===== src/rtl/cache_control.sv =====
// Control FSM for a 2-way set-associative L1 cache: single-cycle hits, dirty-victim
// writeback followed by line refill, and saturating hit/miss/writeback statistics.
module cache_control #(
  parameter int unsigned CNT_WIDTH = 16
) (
  input  logic                 clk,
  input  logic                 rst_n,
  input  logic                 mem_read_i,
  input  logic                 mem_write_i,
  output logic                 mem_resp_o,
  input  logic                 ishit_w1_i,
  input  logic                 ishit_w2_i,
  input  logic                 isdirty_w1_i,
  input  logic                 isdirty_w2_i,
  input  logic                 lru_out_i,
  output logic                 lru_in_o,
  output logic                 load_lru_o,
  output logic                 load_dirty_w1_o,
  output logic                 load_dirty_w2_o,
  output logic                 dirty_in_o,
  output logic                 load_valid_w1_o,
  output logic                 load_valid_w2_o,
  output logic                 load_tag_w1_o,
  output logic                 load_tag_w2_o,
  output logic                 load_datastore_w1_o,
  output logic                 load_datastore_w2_o,
  output logic                 datastore_in_mux_sel_o,
  output logic                 way_sel_o,
  output logic                 pmem_addr_sel_o,
  output logic                 pmem_read_o,
  output logic                 pmem_write_o,
  input  logic                 pmem_resp_i,
  input  logic                 stats_clr_i,
  output logic [CNT_WIDTH-1:0] hit_count_o,
  output logic [CNT_WIDTH-1:0] miss_count_o,
  output logic [CNT_WIDTH-1:0] wb_count_o
);

  typedef enum logic [1:0] {StIdle, StWriteback, StFill} state_e;

  typedef struct packed {
    logic mem_resp;
    logic lru_in;
    logic load_lru;
    logic load_dirty_w1;
    logic load_dirty_w2;
    logic dirty_in;
    logic load_valid_w1;
    logic load_valid_w2;
    logic load_tag_w1;
    logic load_tag_w2;
    logic load_ds_w1;
    logic load_ds_w2;
    logic mux_sel;
    logic way_sel;
    logic addr_sel;
    logic pmem_read;
    logic pmem_write;
  } strobes_t;

  state_e                 state_q, state_d;
  logic                   victim_q, victim_d;
  logic [CNT_WIDTH-1:0]   hit_q, miss_q, wb_q;
  logic                   hit_inc, miss_inc, wb_inc;
  logic                   req, hit, hit_way, victim_dirty;
  strobes_t               st;

  assign req          = mem_read_i | mem_write_i;
  assign hit          = ishit_w1_i | ishit_w2_i;
  assign hit_way      = ~ishit_w1_i;  // way 1 wins when both tags match
  assign victim_dirty = lru_out_i ? isdirty_w2_i : isdirty_w1_i;

  always_comb begin
    st       = '0;
    state_d  = state_q;
    victim_d = victim_q;
    hit_inc  = 1'b0;
    miss_inc = 1'b0;
    wb_inc   = 1'b0;
    unique case (state_q)
      StIdle: begin
        if (req && hit) begin
          st.mem_resp = 1'b1;
          st.load_lru = 1'b1;
          st.lru_in   = ~hit_way;
          st.way_sel  = hit_way;
          hit_inc     = 1'b1;
          if (mem_write_i) begin
            st.load_ds_w1    = ~hit_way;
            st.load_ds_w2    = hit_way;
            st.load_dirty_w1 = ~hit_way;
            st.load_dirty_w2 = hit_way;
            st.dirty_in      = 1'b1;
          end
        end else if (req) begin
          victim_d = lru_out_i;
          miss_inc = 1'b1;
          state_d  = victim_dirty ? StWriteback : StFill;
        end
      end
      StWriteback: begin
        st.pmem_write = 1'b1;
        st.addr_sel   = 1'b1;
        st.way_sel    = victim_q;
        if (pmem_resp_i) begin
          wb_inc  = 1'b1;
          state_d = StFill;
        end
      end
      StFill: begin
        st.pmem_read = 1'b1;
        if (pmem_resp_i) begin
          st.load_ds_w1    = ~victim_q;
          st.load_ds_w2    = victim_q;
          st.load_tag_w1   = ~victim_q;
          st.load_tag_w2   = victim_q;
          st.load_valid_w1 = ~victim_q;
          st.load_valid_w2 = victim_q;
          st.load_dirty_w1 = ~victim_q;
          st.load_dirty_w2 = victim_q;
          st.mux_sel       = 1'b1;
          state_d          = StIdle;
        end
      end
      default: state_d = StIdle;
    endcase
  end

  // Strobes are squashed while reset is asserted so no array write can slip through.
  assign {mem_resp_o, lru_in_o, load_lru_o, load_dirty_w1_o, load_dirty_w2_o, dirty_in_o,
          load_valid_w1_o, load_valid_w2_o, load_tag_w1_o, load_tag_w2_o,
          load_datastore_w1_o, load_datastore_w2_o, datastore_in_mux_sel_o, way_sel_o,
          pmem_addr_sel_o, pmem_read_o, pmem_write_o} = rst_n ? st : '0;

  function automatic logic [CNT_WIDTH-1:0] bump(input logic [CNT_WIDTH-1:0] c,
                                                input logic inc);
    return (inc && (c != '1)) ? c + 1'b1 : c;
  endfunction

  always_ff @(posedge clk or negedge rst_n) begin
    if (!rst_n) begin
      state_q  <= StIdle;
      victim_q <= 1'b0;
      hit_q    <= '0;
      miss_q   <= '0;
      wb_q     <= '0;
    end else begin
      state_q  <= state_d;
      victim_q <= victim_d;
      if (stats_clr_i) begin
        hit_q  <= '0;
        miss_q <= '0;
        wb_q   <= '0;
      end else begin
        hit_q  <= bump(hit_q, hit_inc);
        miss_q <= bump(miss_q, miss_inc);
        wb_q   <= bump(wb_q, wb_inc);
      end
    end
  end

  assign hit_count_o  = hit_q;
  assign miss_count_o = miss_q;
  assign wb_count_o   = wb_q;

endmodule


===== config.mk =====
export PLATFORM = sky130hd
export DESIGN_NAME = cache_control
export DESIGN_NICKNAME = d
export VERILOG_FILES = /design/src/rtl/cache_control.sv
export SDC_FILE = /design/constraint.sdc
export NUM_CORES = 1
export LEC_CHECK = 0
export CELL_PAD_IN_SITES_DETAIL_PLACEMENT = 1
export CELL_PAD_IN_SITES_GLOBAL_PLACEMENT = 1
export CORE_UTILIZATION = 39
export DETAILED_ROUTE_END_ITERATION = 10
export HOLD_SLACK_MARGIN = 0.06
export PLACE_DENSITY_LB_ADDON = 0.1
export SLEW_MARGIN = 10
export SYNTH_ARGS = -nofsm -noshare
export SYNTH_HDL_FRONTEND = slang
export SYNTH_SLANG_ARGS = --single-unit

===== constraint.sdc =====
create_clock -name clk -period 5.1 [get_ports clk]
set_clock_uncertainty 0.1 [all_clocks]
set_input_delay 0.765 -clock clk [delete_from_list [all_inputs] [get_ports clk]]
set_output_delay 0.765 -clock clk [all_outputs]
set_load 0.01 [all_outputs]

==> impl_metrics.py <==
metrics = {
    "outcome": {
        "status": "completed",
    },
    "final_layout": {
        "antenna_cells": 0,
        "fin_util_pct": 52.57,
        "final_nets": 402,
        "drive_above_1_share_pct": 6.684,
        "syn_to_final_growth_pct": 30.59,
    },
    "yosys": {
        "yosysWarnings": 0,
        "synth_edf_count": 0,
        "synth_cell_types": 43,
        "synth_seq_cells": 51,
        "synth.cell_area_sq_um": 2904,
        "async_flop_share_pct": 100.0,
        "syn_nets": 336,
        "synthCells": 322,
        "avgSynthCellArea_sq_um": 9.019,
        "seq_area_frac_synth_pct": 43.95,
        "synth_ff_type": "dfrtp_1",
    },
    "die": {
        "core_sq_um": 7214,
        "fp-row-count": 31,
        "floorplan.die_area_sq_um": 7795,
        "die_width_um": 88.29,
        "start_util_pct": 40.25,
        "die_h_um": 88.29,
        "num_io_pins": 76,
    },
    "drt": {
        "viasPerCell": 5.430,
        "finalWirelength_mm": 7.758,
        "final_antenna_net_count": 0,
        "vias": 2650,
        "first_iter_violations": 114,
        "wl_per_cell_um": 15.90,
        "drc_errors": 0,
        "firstDrtPassIters": 4,
    },
    "sta": {
        "finalHoldViolCount": 0,
        "fmax_mhz": 257.3,
        "relSlewSlack_pct": 19.40,
        "fin_crit_ns": 3.887,
        "rsz0062_at_grt": "no",
        "finalMaxSlewViolations": 0,
        "fin_crit_sh_pct": 76.21,
        "setup_viol_count_final": 0,
        "worstMarginPinSlew_ns": 1.199,
        "hold_slack_ns": 0.3311,
        "tns_ns": 0,
        "fin_ws_ns": 1.213,
    },
    "clocking": {
        "clock_latency_ns": 0.31,
        "cts_num_sinks": 51,
        "cts_made_buffers": 5,
        "cts_setup_buffers": 0,
        "post_cts_resized": 0,
        "cts_max_level": 2,
        "postCtsHoldBufs": 0,
        "root_buffer": "clkbuf_8",
        "clk_pin_slew_ns": 0.11,
        "cts_tree": "yes",
        "clk_path_buf_depth": 2,
    },
    "setup_path": {
        "critPathKind": "in -> out",
        "worstReg2RegStart": "miss_count_o[0]",
        "cp-start-kind": "input pin",
        "cp.arrival_ns": 3.02,
        "critPathLaunch": "ishit_w1_i",
        "setup.worst_path.end_class": "output pin",
        "critical_path_peak_fanout": 6,
        "worstPathRequired_ns": 4.24,
    },
    "placed_design": {
        "gp_congestion": 0.7916,
        "dpl_worst_slack_ns": 1.175,
        "place_hpwl_mm": 5.646,
        "io_buffers": 75,
    },
    "pwr": {
        "power_density_nw_per_um2": 211.6,
        "power.total_mw": 0.8025,
        "leakagePower_nw": 1.393,
        "peakVddDrop_mv": 0.08417,
    },
    "global_route": {
        "overflow": 0,
        "grt_pass1_vias": 2596,
        "grt_pass1_wl_mm": 12.62,
        "grt_max_degree": 32,
        "antenna_found_initial": 0,
        "grt_use_total_pct": 20.80,
    },
    "min_path": {
        "min_path_type": "in -> async",
    },
    "run": {
        "cap_violations": 0,
    },
}
## per-layer routing
layer | global-route usage (%) | vias to the layer above | wire, um
met5 | 0 | - | 0
met4 | 5.572 | 0 | 68
met3 | 3.078 | 6 | 241
met2 | 35.94 | 53 | 3880
met1 | 27.25 | 1332 | 3568
li1 | - | 1259 | -
## area by class of cell
type | instances | area (sq um)
Clock buffer | 5 | 68.82
Clock inverter | 3 | 28.78
Fill cell | 848 | 3422
Inverter | 3 | 11.26
Multi-Input combinational cell | 250 | 1523
Sequential cell | 51 | 1276
Tap cell | 99 | 123.9
Timing Repair Buffer | 77 | 760.7
## where the power goes
part           internal, mW  leakage [nW]  switching (mW)
registers             0.414         0.708          0.0161
logic                0.0533         0.635          0.0663
clock network         0.102        0.0502           0.151
## cell families (layout without fill, tap and decap cells)
| group | count (synthesis) | count (layout) | synth area share (%) |
|---|---|---|---|
| simple gates | 183 | 183 | 33.35 |
| flops | 51 | 51 | 43.95 |
| xor+xnor | 38 | 38 | 11.46 |
| compound gates | 22 | 22 | 4.610 |
| buf+inv | 21 | 88 | 3.834 |
| mux | 4 | 4 | 1.508 |
| fa+ha+maj | 3 | 3 | 1.293 |
## sequential cells by signal (all words and copies together), names as in the netlist
name / cells
victim_q: 1
state_q: 2
hit_count_o: 16
wb_count_o: 16
miss_count_o: 16
## per-stage QoR
stage	instance area (sq um)	instances
6_report	3792	488
5_1_grt	3792	488
4_1_cts	3792	488
3_5_place_dp	3695	480
3_3_place_gp	3695	480
2_1_floorplan	2904	322
## worst max-delay path: stages
cell	delay, ns
clkdlybuf4s50_1	0.55
nor2_2	0.08
nor4_1	0.67
nand2_1	0.17
o21ai_0	0.22
clkdlybuf4s50_1	0.57
## path summary, 6_finish.rpt
path                               endpoint  slack, ns  cells after the start
hold / removal               hit_count_o[9]       0.33                      1
min in group clk            hit_count_o[12]       0.48                      2
setup reg to reg           miss_count_o[13]       2.61                      6
max in group asynchronous     wb_count_o[9]       3.73                      2
setup / recovery                  way_sel_o       1.21                      6
hold reg to reg             hit_count_o[12]       0.48                      2
## synthesized netlist by cell type (all sizes together) (5+ instances only)
master  number  area, sq um
a21oi        9        45.04
and3         5        32.53
buf          9        66.31
clkbuf       9        33.78
dfrtp       51         1276
nand2       25        93.84
nand3       19        95.09
nand4       15        93.84
nor2        55        209.0
nor3        21        116.4
nor4        14        106.4
o21ai        6        30.03
xnor2       32        280.3
xor2         6        52.55
## placed cells by master, fill, tap and decap left out, types with 3 or more instances in the layout
master	instances
nand2b_1	3
or3_1	4
a21oi_1	9
nand3b_1	3
ha_1	3
nor3b_1	3
clkbuf_8	5
nor4_2	4
xor2_1	6
mux2_2	3
xnor2_1	32
inv_1	3
nor2_1	54
nor4_1	10
dfrtp_1	51
clkdlybuf4s50_1	74
and4_1	4
nand3_1	19
o21ai_0	6
and3_1	4
nor3_1	20
nand4_1	15
nand2_1	25
nor4b_1	3
No activity file was read; power rests on OpenSTA's default activity.
